**config.mk**
```make
export PLATFORM = sky130hd
export DESIGN_NAME = lcd_write_arbiter
export DESIGN_NICKNAME = d
export VERILOG_FILES = /design/src/rtl/lcd_write_arbiter.sv
export SDC_FILE = /design/constraint.sdc
export NUM_CORES = 1
export LEC_CHECK = 0
export CORE_MARGIN = 2
export CORE_UTILIZATION = 50
export CTS_CLUSTER_DIAMETER = 50
export DETAILED_ROUTE_END_ITERATION = 8
export GPL_ROUTABILITY_DRIVEN = 0
export GPL_TIMING_DRIVEN = 0
export PLACE_DENSITY = 0.85
export SLEW_MARGIN = 5
export SYNTH_ARGS = -nofsm -noshare
export SYNTH_HDL_FRONTEND = slang
export SYNTH_SLANG_ARGS = --single-unit
```
**constraint.sdc**
```tcl
create_clock -name clk -period 4.1 [get_ports clk]
set_input_delay 1.23 -clock clk [delete_from_list [all_inputs] [get_ports clk]]
set_output_delay 1.23 -clock clk [all_outputs]
set_load 0.02 [all_outputs]
```
**src/rtl/lcd_write_arbiter.sv**
```systemverilog
`default_nettype none
// ============================================================================
// lcd_write_arbiter : round-robin sharing of one LCD driver write port by two
//                     requesters, with line-change and busy handshake.
// Revision          : 1.0
// ============================================================================
module lcd_write_arbiter #(
  parameter int BUSY_TIMEOUT = 1023,
  parameter int GAP          = 3
) (
  input  logic        clk,
  input  logic        rstBt,
  input  logic        req0_valid,
  input  logic [17:0] req0_data,
  input  logic        req0_line,
  output logic        req0_ready,
  input  logic        req1_valid,
  input  logic [17:0] req1_data,
  input  logic        req1_line,
  output logic        req1_ready,
  output logic [17:0] drv_data,
  output logic        drv_write,
  output logic        drv_set_line,
  output logic        drv_line,
  input  logic        drv_busy,
  output logic        grant_id,
  output logic        busy,
  output logic        err_timeout
);

  localparam int c_TO_W  = (BUSY_TIMEOUT > 0) ? $clog2(BUSY_TIMEOUT + 1) : 1;
  localparam int c_GAP_W = (GAP > 0) ? $clog2(GAP + 1) : 1;
  localparam logic [c_TO_W-1:0]  c_TO_LAST  = c_TO_W'((BUSY_TIMEOUT > 0) ? BUSY_TIMEOUT - 1 : 0);
  localparam logic [c_GAP_W-1:0] c_GAP_LAST = c_GAP_W'((GAP > 0) ? GAP - 1 : 0);

  typedef enum logic [2:0] {
    S_IDLE      = 3'd0,
    S_SETLINE   = 3'd1,
    S_WRITE     = 3'd2,
    S_WAIT_ACK  = 3'd3,
    S_WAIT_DONE = 3'd4,
    S_GAP_WAIT  = 3'd5
  } state_t;

  state_t              r_state;
  logic                r_last_grant;
  logic                r_ret_write;
  logic [c_TO_W-1:0]   r_to_cnt;
  logic [c_GAP_W-1:0]  r_gap_cnt;

  logic                w_pick1;
  logic                w_new_line;
  logic [17:0]         w_new_data;
  logic                w_op_done;

  // On a tie the requester that did not win last time is served.
  assign w_pick1    = req1_valid & (~req0_valid | ~r_last_grant);
  assign w_new_line = w_pick1 ? req1_line : req0_line;
  assign w_new_data = w_pick1 ? req1_data : req0_data;
  assign w_op_done  = ~drv_busy &
                      (((r_state == S_WAIT_ACK) && (r_to_cnt == c_TO_LAST)) ||
                       (r_state == S_WAIT_DONE));

  always_ff @(posedge clk or negedge rstBt) begin
    if (!rstBt) begin
      r_state      <= S_IDLE;
      r_last_grant <= 1'b1;
      r_ret_write  <= 1'b0;
      r_to_cnt     <= '0;
      r_gap_cnt    <= '0;
      drv_data     <= '0;
      drv_line     <= 1'b0;
      drv_write    <= 1'b0;
      drv_set_line <= 1'b0;
      req0_ready   <= 1'b0;
      req1_ready   <= 1'b0;
      grant_id     <= 1'b0;
      busy         <= 1'b0;
      err_timeout  <= 1'b0;
    end else begin
      drv_write    <= 1'b0;
      drv_set_line <= 1'b0;
      req0_ready   <= 1'b0;
      req1_ready   <= 1'b0;

      case (r_state)
        S_IDLE: begin
          if (req0_valid || req1_valid) begin
            grant_id     <= w_pick1;
            r_last_grant <= w_pick1;
            req0_ready   <= ~w_pick1;
            req1_ready   <= w_pick1;
            drv_data     <= w_new_data;
            busy         <= 1'b1;
            // The first strobe is registered here so it lands with ready.
            if (w_new_line != drv_line) begin
              drv_line     <= w_new_line;
              drv_set_line <= 1'b1;
              r_state      <= S_SETLINE;
            end else begin
              drv_write <= 1'b1;
              r_state   <= S_WRITE;
            end
          end
        end
        S_SETLINE: begin
          r_ret_write <= 1'b1;
          r_to_cnt    <= '0;
          r_state     <= S_WAIT_ACK;
        end
        S_WRITE: begin
          r_ret_write <= 1'b0;
          r_to_cnt    <= '0;
          r_state     <= S_WAIT_ACK;
        end
        S_WAIT_ACK: begin
          if (drv_busy) begin
            r_state <= S_WAIT_DONE;
          end else if (r_to_cnt == c_TO_LAST) begin
            err_timeout <= 1'b1;
          end else begin
            r_to_cnt <= r_to_cnt + 1'b1;
          end
        end
        S_WAIT_DONE: begin
        end
        S_GAP_WAIT: begin
          if (r_gap_cnt == c_GAP_LAST) begin
            r_state <= S_IDLE;
            busy    <= 1'b0;
          end else begin
            r_gap_cnt <= r_gap_cnt + 1'b1;
          end
        end
        default: begin
          r_state <= S_IDLE;
          busy    <= 1'b0;
        end
      endcase

      // Completion of a driver operation (acknowledged or timed out).
      if (w_op_done) begin
        if (r_ret_write) begin
          drv_write <= 1'b1;
          r_state   <= S_WRITE;
        end else if (GAP == 0) begin
          r_state <= S_IDLE;
          busy    <= 1'b0;
        end else begin
          r_gap_cnt <= '0;
          r_state   <= S_GAP_WAIT;
        end
      end
    end
  end

endmodule
`default_nettype wire

```
Word level (Yosys, flattened, before mapping)

Index checks and enable logic that the tools add are counted.

Logic and storage cells: 86
Input port bits: 43
Output and inout bits: 26
Bits in registers: 43

Bitwise logic cells: 8
$add $sub $neg: 2
Muxes and demuxes: 32
Reduce and logical (&&, ||, !) cells: 14
Equality and inequality tests: 16

Operators with widths:

| kind                  | count |
|---|---|
| $mux 10               | 2 |
| $pmux 10 s2           | 1 |
| $mux 18               | 1 |
| $mux 1                | 15 |
| $mux 3                | 5 |
| $pmux 3 s5            | 1 |
| $reduce_and 3->1      | 4 |
| $add 10x1->10 const B | 1 |
| $eq 10x10->1 const B  | 1 |
| $mux 2                | 5 |
| $ne 2x2->1 const B    | 5 |
| $ne 3x3->1 const B    | 3 |
| $eq 3x2->1 const B    | 2 |
| $eq 3x3->1 const B    | 2 |
| $not 1->1             | 5 |
| $reduce_and 4->1      | 1 |
| $reduce_bool 2->1     | 2 |
| $reduce_or 4->1       | 1 |
| $eq 3x1->1 const B    | 1 |
| $logic_not 3->1       | 1 |
| $pmux 1 s3            | 1 |
| $add 2x1->2 const B   | 1 |
| $and 1x1->1           | 2 |
| $eq 2x2->1 const B    | 1 |
| other kinds (7)       | 8 |

Longest topological paths before layout

Gate-level depths: netlist of run 1.

Depth in word-level cells: 10
Depth in mapped cells: 7
Gate-level depth less buffers: 6

Worst setup path after synthesis of run 1

No wires, ideal clock.

Path type: input -> register
From: in req1_valid
To: reg r_state[1]
Setup time: 126 ps
Path buffers: 0
Arrival time: 2235 ps
Data required time: 3974 ps
Setup slack: 1739 ps
Cell stages on the path: 4
Cell sequence: a21boi_4 -> mux2i_1 -> xor2_1 -> a221o_1

Word-level cells in the longest chain between the ends: 7
Elaborated cells between the ends (all ways): 10
Those cells by class: eq/ne: 2; mux: 5; bitwise: 1; reduce/logical: 2

RTL lines:

| element                | line | RTL |
|---|---|---|
| start: declaration     | 17   | `input logic req1_valid,` |
| $and 1x1->1            | 57   | `assign w_pick1 = req1_valid & (~req0_valid \| ~r_last_grant);` |
| $mux 1                 | 58   | `assign w_new_line = w_pick1 ? req1_line : req0_line;` |
| $ne 1x1->1             | 96   | `if (w_new_line != drv_line) begin` |
| $mux 2                 | 96   |  |
| $mux 3                 | 88   | `if (req0_valid \|\| req1_valid) begin` |
| $pmux 3 s5             | 86   | `case (r_state)` |
| $mux 3                 | 142  | `if (w_op_done) begin` |
| end signal: assignment | 99   | `r_state <= S_SETLINE;` |
| end signal: assignment | 145  | `r_state <= S_WRITE;` |
| end signal: assignment | 147  | `r_state <= S_IDLE;` |
| end: declaration       | 45   | `state_t r_state;` |

Parallel ways exist; a longest one is shown, timed or not. The select of a mux whose other input is x is not followed.
A chain may end at the register's enable or synchronous reset.

Worst setup path in the final report of run 1

From: in req0_valid
To: reg drv_data[4]

Word-level cells in the longest chain between the ends: 4
Elaborated cells between the ends (all ways): 6
Those cells by class: mux: 1; bitwise: 3; reduce/logical: 2

RTL lines:

| element                | line | RTL |
|---|---|---|
| start: declaration     | 13   | `input logic req0_valid,` |
| $not 1->1              | 57   |  |
| $or 1x1->1             | 57   |  |
| $and 1x1->1            | 57   |  |
| $mux 18                | 59   | `assign w_new_data = w_pick1 ? req1_data : req0_data;` |
| end signal: assignment | 93   | `drv_data <= w_new_data;` |
| end: declaration       | 21   | `output logic [17:0] drv_data,` |

Parallel ways exist; a longest one is shown, timed or not.

==> run_results.csv, run 1 <==
group,metric,value,unit
run_status,status,"completed",
layout,antenna_cells,0,
yosys,synthCells,212,
drt,post_drt_wl_per_cell,16.4,um
clock_network,cts.sinks,43,
worst_setup_path,cpPeakStageDelay,530,ps
placed_design,place_area,0.00301,mm^2
worst_setup_path,cp.required,4290,ps
clock_network,ctsLongestPathBuffers,2,
power_and_ir_drop,power.density,666,mW/mm^2
yosys,synth_top_area_share,0.467,
floorplanning,die_height,71.1,um
drt,drt_iter0_drc,150,
layout,register_area,0.00108,mm^2
worst_setup_path,critical_path_arrival,2930,ps
clock_network,cts_tree,"yes",
power_and_ir_drop,cellLeakagePower,1.40,nW
drt,via_per_inst,5.71,
layout,drive_gt1_frac,0.0934,
hold_path,holdPathEnd,"err_timeout",
sta,finalMaxSlewViolations,0,
run,max-cap-violations,0,
global_routing,grt_max_degree,30,
global_routing,antenna_found_initial,0,
worst_setup_path,endpoint_kind,"flip-flop",
sta,hold_viol,0,
worst_setup_path,slowest_stage,"clkdlybuf4s50_1",
sta,fin_crit_sh,0.669,
layout,area_delta_synth_final,38.8,%
floorplanning,dieArea,0.00505,mm^2
floorplanning,boundaryPins,69,
clock_network,clock_latency,300,ps
worst_setup_path,reg2reg_slack,2300,ps
clock_network,clock-root-buffer,"clkbuf_8",
layout,design_area,0.00312,mm^2
worst_setup_path,start_kind,"input port",
yosys,ys_ff_latch,43,
worst_setup_path,critPathMaxFanout,10,
sta,fin_skew,16.2,ps
yosys,synthArstFlopShare,1.00,
floorplanning,coreArea,0.00435,mm^2
sta,fin_tns_setup,0,ps
clock_network,cts_buffers,5,
global_routing,grt_first_pass_wirelength,9250,um
sta,worstMarginPinSlew,573,ps
layout,multi_input_area,0.00106,mm^2
clock_network,path_clk_slew,90,ps
clock_network,cts_resized,0,
hold_path,min_path_cells,1,
drt,ant_nets,0,
worst_setup_path,r2r.worst_path.cells,6,
sta,slew_headroom,0.616,
yosys,yosys.cell_types.count,46,
drt,dr_total_vias,1946,
drt,wirelength,5580,um
floorplanning,dieWidth,71.1,um
sta,setup_viol,0,
hold_path,hp-class,"flip-flop to flip-flop",
global_routing,grt_overflow,0,
clock_network,ctsHoldBuffers,0,
sta,fin_crit,2740,ps
yosys,ys_seq_area_frac,0.479,
placed_design,io_buffers,68,
placed_design,dp_hpwl,4250,um
worst_setup_path,worst-setup-path-type,"input port to flip-flop",
yosys,yosys.cell_count.top_type,"dfrtp_1",
floorplanning,rows,24,
yosys,avgSynthCellArea,10.6,um^2
worst_setup_path,cp_cell_sequence,"clkdlybuf4s50_1 > nor2_1 > or4_4 > buf_6 > clkbuf_1 > nand2_1 > o21ai_0",
worst_setup_path,r2r_start,"r_to_cnt[0]",
power_and_ir_drop,ir_drop,0.000337,V
global_routing,first_global_vias,1931,
layout,final_nets,335,
yosys,yosys.area.top_type,"dfrtp_1",
drt,drc,0,
clock_network,h-tree-depth,2,
yosys,synth_nets,259,
hold_path,hp-start,"err_timeout",
floorplanning,initial_core_util,0.517,
worst_setup_path,r2r_end,"r_state[1]",
placed_design,dp.cells,333,
yosys,synth_edf_count,0,
layout,final_cells,341,
drt,drtPass1Iterations,4,
yosys,ys.warnings.count,0,
clock_network,post_cts_buffers,0,
yosys,synth_commonest_cells,"42 x dfrtp_1, 24 x nand2_1, 13 x mux2i_1",
global_routing,grt_usage,0.232,
yosys,synth.area.top_cells,"dfrtp_1 47%, mux2i_1 5.8%, nand2_1 4.0%, a21o_1 3.3%, a22o_1 3.1%",
sta,max_freq,365,MHz
sta,rsz0062_at_grt,"no",
yosys,synth_flop_cell,"dfrtp_1",
yosys,netlist_area,0.00225,mm^2
layout,fill_cells,320,
how the worst max path moves through the flow:
stage	from	to	slack, ps	cells past startpoint
2_1_floorplan	req1_valid	r_state[1]	1740	4
6_report	req0_valid	drv_data[4]	1360	7
4_1_cts	req1_valid	r_state[0]	1350	5
5_1_grt	req1_valid	r_state[0]	1240	5
3_5_place_dp	req1_valid	r_state[1]	1040	5
3_3_place_gp	rstBt	r_to_cnt[8]	700	1
metal layers:
| layer | wire, um | GRT usage |
|---|---|---|
| met1 | 2520 | 0.314 |
| met2 | 2660 | 0.380 |
| met3 | 355 | 0.0541 |
| met4 | 44 | 0.0608 |
| met5 | 0 | 0 |
stage by stage:
stage / setup WS (ps) / utilization / total power [mW] / hold WS (ps)
final: 1360 / 0.717 / 2.08 / 466
after global routing: 1240 / 0.717 / 2.22 / 477
after CTS: 1350 / 0.717 / 2.09 / 469
after detailed placement: 1040 / 0.691 / 1.76 / 451
after global placement: 700 / 0.688 / 1.71 / 442
after floorplan: 1740 / - / 1.34 / 480
cells by family (layout without fill, tap and decap cells):
family          Yosys count  count (layout)  synth area share
fa+ha+maj                 4               4            0.0222
buf+inv                  18              95            0.0484
simple gates             70              70             0.191
compound gates           62              62             0.194
xor+xnor                  2               2           0.00779
mux                      13              13            0.0578
flops                    43              43             0.479
cells in the final DEF, fill, tap and decap left out, types with 3 or more instances in the layout:
master,netlist,layout
o21ai_1,9,9
o211ai_1,3,3
o21ai_0,11,11
clkdlybuf4s50_1,0,67
and3_1,4,4
buf_6,5,5
nand4_1,3,3
inv_1,7,7
buf_2,3,4
or4b_1,3,3
ha_1,4,4
a21o_1,10,10
nor2_1,5,5
nand3_1,8,8
clkbuf_8,0,5
nand2_1,24,24
nand2b_1,3,3
and4_1,3,3
o41ai_1,3,3
o31ai_1,3,3
a22o_1,8,8
mux2i_1,13,13
a21oi_1,7,7
clkbuf_1,3,3
dfrtp_1,42,42
area by class of cell:
class,count,share of cell area
Multi-Input combinational cell,151,0.341
Inverter,7,0.00841
Buffer,11,0.0264
Tap cell,52,0.0208
Clock buffer,5,0.0220
Clock inverter,3,0.0140
Sequential cell,43,0.345
Timing Repair Buffer,69,0.223
sequential cells by signal, summed over array words and instances (netlist names), 2 cells and up:
signal     cells
r_state        3
r_to_cnt      10
r_gap_cnt      2
drv_data      18
report_power, final:
group,switching [mW],total [mW],leakage [nW],internal [mW]
Combinational,0.563,1.06,0.797,0.497
Clock,0.150,0.332,0.0581,0.181
Sequential,0.105,0.687,0.547,0.583
Total,0.818,2.08,1.40,1.26
critical path: cells and delay by family:
kind | cells | cell delay (ps)
buf+inv | 3 | 930
compound gates | 1 | 90
simple gates | 3 | 690
Note: power is estimated with default switching activity, not from simulation.
==> run 2: changes to the inputs <==
Settings changed: CORE_UTILIZATION 50 to 42, PLACE_DENSITY 0.85 to 0.76.
Clock period 4.1 ns to 2.5 ns, I/O delays scaled along.
==> run_results.csv, run 2 (synthesis gave the netlist of run 1 again) <==
group,metric,value,unit
sta,worstMarginPinSlew,591,ps
clock_network,h-tree-depth,2,
sta,fin_ws,248,ps
floorplanning,boundaryPins,69,
run_status,status,"completed",
hold_path,hp-class,"input port to async pin",
clock_network,post_cts_buffers,0,
global_routing,grt_overflow,0,
worst_setup_path,endpoint_kind,"flip-flop",
sta,setup_viol,0,
sta,fin_crit_sh,0.901,
power_and_ir_drop,finalPower,3.47,mW
floorplanning,dieArea,0.00596,mm^2
layout,final_nets,335,
floorplanning,rows,26,
worst_setup_path,critical_path_arrival,2410,ps
global_routing,grt_first_pass_wirelength,9000,um
drt,post_drt_wl_per_cell,14.8,um
sta,hold_viol,0,
clock_network,cts_resized,0,
drt,drt_iter0_drc,89,
worst_setup_path,critPathMaxFanout,10,
clock_network,cts_tree,"yes",
drt,via_per_inst,5.28,
clock_network,path_clk_slew,80,ps
drt,dr_total_vias,1896,
clock_network,ctsLongestPathBuffers,2,
global_routing,grt_usage,0.184,
worst_setup_path,start_kind,"input port",
power_and_ir_drop,ir_drop,0.000468,V
run,max-cap-violations,0,
sta,fin_skew,9.33,ps
drt,drtPass1Iterations,4,
layout,antenna_cells,0,
placed_design,io_buffers,68,
layout,final_common_cell,"clkdlybuf4s50_1",
layout,largest_reg_flops,18,
drt,drc,0,
clock_network,ctsHoldBuffers,0,
clock_network,cts.sinks,43,
sta,rsz0062_at_grt,"no",
worst_setup_path,cp.required,2660,ps
floorplanning,dieWidth,77.2,um
global_routing,first_global_vias,1841,
layout,largestRegisters,"drv_data: 18 flops, r_to_cnt: 10 flops, r_state: 3 flops",
floorplanning,die_height,77.2,um
layout,drive_gt1_frac,0.0900,
sta,max_freq,444,MHz
sta,slew_headroom,0.604,
global_routing,antenna_found_initial,0,
power_and_ir_drop,power.density,1100,mW/mm^2
layout,mostFrequentLayoutCells,"67 x clkdlybuf4s50_1, 42 x dfrtp_1, 24 x nand2_1, 13 x mux2i_1, 11 x o21ai_0",
drt,ant_nets,0,
layout,area_delta_synth_final,40.7,%
sta,fin_tns_setup,0,ps
floorplanning,coreArea,0.00514,mm^2
clock_network,clock_latency,290,ps
sta,fin_crit,2250,ps
power_and_ir_drop,cellLeakagePower,1.41,nW
clock_network,cts_buffers,5,
layout,largest-register,"drv_data",
worst_setup_path,worst-setup-path-type,"input port to flip-flop",
floorplanning,initial_core_util,0.438,
placed_design,dp_hpwl,4070,um
global_routing,grt_max_degree,25,
placed_design,dpl_worst_slack,-52.0,ps
sta,finalMaxSlewViolations,0,
clock_network,clock-root-buffer,"clkbuf_8",
drt,wirelength,5320,um
-- run 2: layout make-up --
class | instances | area, um^2
Buffer | 11 | 82.6
Clock buffer | 6 | 72.6
Clock inverter | 2 | 60.1
Fill cell | 467 | 1970
Inverter | 7 | 26.3
Multi-Input combinational cell | 151 | 1060
Sequential cell | 43 | 1080
Tap cell | 70 | 87.6
Timing Repair Buffer | 69 | 696
-- run 2: path summary, 6_finish.rpt --
kind	from	to	slack, ps	cells after the start
max	req0_valid	drv_data[2]	250	7
min reg2reg	err_timeout	err_timeout	460	1
max in group asynchronous	rstBt	r_last_grant	1520	2
min in group clk	err_timeout	err_timeout	460	1
max reg2reg	r_to_cnt[0]	r_to_cnt[8]	690	7
min	rstBt	drv_data[3]	410	1
-- run 2: critical path: stages --
cell	delay, ps
clkdlybuf4s50_1	530
nor2_1	100
or4_4	420
buf_6	150
clkbuf_1	230
nand2_1	120
o21ai_0	90
-- run 2: power breakdown --
part / total (mW) / switching, mW / internal, mW / leakage [nW]
combinational: 1.73 / 0.913 / 0.816 / 0.797
clock: 0.625 / 0.226 / 0.399 / 0.0654
sequential: 1.12 / 0.160 / 0.955 / 0.547
-- run 2: stage by stage --
step	cell area (um^2)	utilization	hold WS [ps]	instances
floorplan	2250	-	454	212
global placement	3020	0.587	442	350
detailed placement	3030	0.590	443	351
CTS	3170	0.616	415	359
global route	3170	0.616	433	359
finish	3170	0.616	410	359
-- run 2: routing by layer --
metal / vias to the layer above / global-route usage / part of all wire
met2: 63 / 0.289 / 0.44
met3: 4 / 0.0459 / 0.062
li1: 935 / - / -
met4: 0 / 0.0393 / 0.0079
met5: - / 0 / 0
met1: 894 / 0.259 / 0.49
==> variant: new RTL, settings of run 2 <==
Encoding of `state_t`: now one-hot (6 bits for 6 states).
--- a/src/rtl/lcd_write_arbiter.sv
+++ b/src/rtl/lcd_write_arbiter.sv
@@ -34,11 +34,11 @@
   localparam logic [c_GAP_W-1:0] c_GAP_LAST = c_GAP_W'((GAP > 0) ? GAP - 1 : 0);
 
-  typedef enum logic [2:0] {
-    S_IDLE      = 3'd0,
-    S_SETLINE   = 3'd1,
-    S_WRITE     = 3'd2,
-    S_WAIT_ACK  = 3'd3,
-    S_WAIT_DONE = 3'd4,
-    S_GAP_WAIT  = 3'd5
+  typedef enum logic [5:0] {
+    S_IDLE      = 6'b000001,
+    S_SETLINE   = 6'b000010,
+    S_WRITE     = 6'b000100,
+    S_WAIT_ACK  = 6'b001000,
+    S_WAIT_DONE = 6'b010000,
+    S_GAP_WAIT  = 6'b100000
   } state_t;
 
Behaviour: same outputs for any inputs over 10 cycles, from zero or initial values and one cycle with rstBt low; not proved beyond that.
==> variant against run 2 <==
Sequential power rose by 5%; sequential cell count rose by 3; sequential share of layout area rose by 2.1 points; routed wire length rose by 2.5%; die area rose by 2.1%; register-to-register slack got worse by 0.18 ns; synthesized area rose by 2.2%; worst setup slack got worse by 0.047 ns; count of clock-buffer cells in the layout did not move; final area rose by 0.91%; first-iteration DRC count fell by 3.4%; non-clock buffer count rose by 3; total power fell by 1.9%; critical path type unchanged; critical endpoint is now r_to_cnt[9]$_DFFE_PN0P_; highest routed layer unchanged.
==> variant: results (changes against run 2) <==
| Metric | Value |
|---|---|
| Leakage | `0.001355 uW (was 0.001410 uW)` |
| Critical Path Start | `drv_busy (was req0_valid)` |
| R2R Path End | `drv_data[2]$_DFFE_PN0P_ (was r_to_cnt[8]$_DFFE_PN0P_)` |
| Slowest CP cell | `or4_2 (was clkdlybuf4s50_1)` |
| Inst Count DP | `363 (was 351)` |
| Post-place setup slack | `-0.1324 ns (was -0.05197 ns)` |
| Vias | `1,999 (was 1,896)` |
| Worst-Skew Late Latency | `0.30 ns` |
| Post-Synthesis Cells | `224 (was 212)` |
| Fin worst setup slack | `0.2018 ns (was 0.2484 ns)` |
| Crit path DAT | `2.50 ns (was 2.41 ns)` |
| Total CTS buffers | `5 (unchanged)` |
| Clock transition at path regs | `0.08 ns (about the same)` |
| Total length of routed wires | `5.450 mm (was 5.318 mm)` |
| Post-CTS Resized | `0 (unchanged)` |
| First-pass GRT wire length | `9.246 mm (was 9.004 mm)` |
| Top Registers | `drv_data x18, r_to_cnt x10, r_state x6 (was drv_data x18, r_to_cnt x10, r_state x3)` |
| Initial antenna violation count | `0 (unchanged)` |
| Fraction of layout cells with a size suffix above 1 | `8.333% (was 8.997%)` |
| Sequential area share after synthesis | `50.19% (was 47.89%)` |
| CP peak stage delay | `0.62 ns (was 0.53 ns)` |
| H-tree levels | `2 (unchanged)` |
| Final std cells w/o fill | `370 (was 359)` |
| Hold Crit Class | `in2async (unchanged)` |
| Largest net degree at the start of global routing | `32 (was 25)` |
| Post-DP HPWL | `4.136 mm (was 4.074 mm)` |
| Setup_tns | `0 ns (unchanged)` |
| Top cells by count, synth | `dfrtp_1 (44), o21ai_0 (27), nand2_1 (23) (was dfrtp_1 (42), nand2_1 (24), mux2i_1 (13))` |
| RR Startpoint | `r_state[0]$_DFFE_PN1P_ (was r_to_cnt[0]$_DFFE_PN0P_)` |
| Worst-margin pin slew | `0.5735 ns (was 0.5908 ns)` |
| Worst Skew | `0.005146 ns (was 0.009333 ns)` |
| # diodes | `0 (unchanged)` |
| Top delay family on crit path | `simple AND/OR/NAND/NOR gates (was buffers and inverters)` |
| Final Net Count | `347 (was 335)` |
| Largest cells by area after synthesis | `dfrtp_1 (48%), o21ai_0 (5.9%), a22oi_1 (5.2%) (was dfrtp_1 (47%), mux2i_1 (5.8%), nand2_1 (4.0%))` |
| Warnings from Yosys | `0 (unchanged)` |
| Status | `finished clean (unchanged)` |
| R2R cell count | `6 (was 7)` |
| Maximum vdd ir drop | `615.8 uV (was 467.8 uV)` |
| Syn nets | `271 (was 259)` |
| Worst Setup EP | `r_to_cnt[9]$_DFFE_PN0P_ (was drv_data[2]$_DFFE_PN0P_)` |
| Post-DP Area | `3082 um2 (was 3033 um2)` |
| Critical path fanouts, max | `5 (was 10)` |
| Reg2Reg Setup Slack | `0.51 ns (was 0.69 ns)` |
| Initial DRC Count | `86 (was 89)` |
| Total GRT Usage | `19.49% (was 18.43%)` |
| Netlist cell types | `49 (was 46)` |
[variant: metal layers]
layer | share of wire, % | GRT usage (%)
met1 | 41 | 21.91
met2 | 48 | 32.41
met3 | 10 | 8.837
met4 | 1.3 | 7.368
met5 | 0 | 0
[variant: power by group]
group | internal, uW | leakage, uW | switching [uW] | total (uW)
Clock | 320 | 0.0000573 | 246 | 566
Sequential | 1020 | 0.000590 | 158 | 1180
Combinational | 734 | 0.000708 | 927 | 1660
Total | 2070 | 0.00136 | 1330 | 3400
[variant: how the worst min path moves through the flow]
stage / to / slack (ns) / cells after the start
after floorplan: busy$_DFFE_PN0P_ / 0.45 / 0
after global placement: err_timeout$_DFFE_PN0P_ / 0.45 / 1
after detailed placement: err_timeout$_DFFE_PN0P_ / 0.46 / 1
after CTS: r_to_cnt[3]$_DFFE_PN0P_ / 0.38 / 1
after global routing: r_to_cnt[3]$_DFFE_PN0P_ / 0.38 / 1
final: r_to_cnt[3]$_DFFE_PN0P_ / 0.37 / 1
[variant: cells by family (layout without fill, tap and decap cells)]
group	count (synthesis)	after routing	share of synthesized area, %
AO/OA/AOI/OAI	72	72	20.09
AND/OR/NAND/NOR	71	71	18.35
flip-flops	46	46	50.19
buffers and inverters	22	98	5.498
multiplexers	5	5	2.178
adder cells (fa/ha/maj)	4	4	2.178
XOR/XNOR	4	4	1.525
[variant: area by class of cell]
cell class	instances	area [um2]
well taps	70	87.58
clock inverters	1	30.03
clock buffers	6	82.58
inverters	8	30.03
flip-flops and latches	46	1154
multi-input cells	156	1018
repair buffers	69	695.7
plain buffers	14	96.34
fillers	471	2011
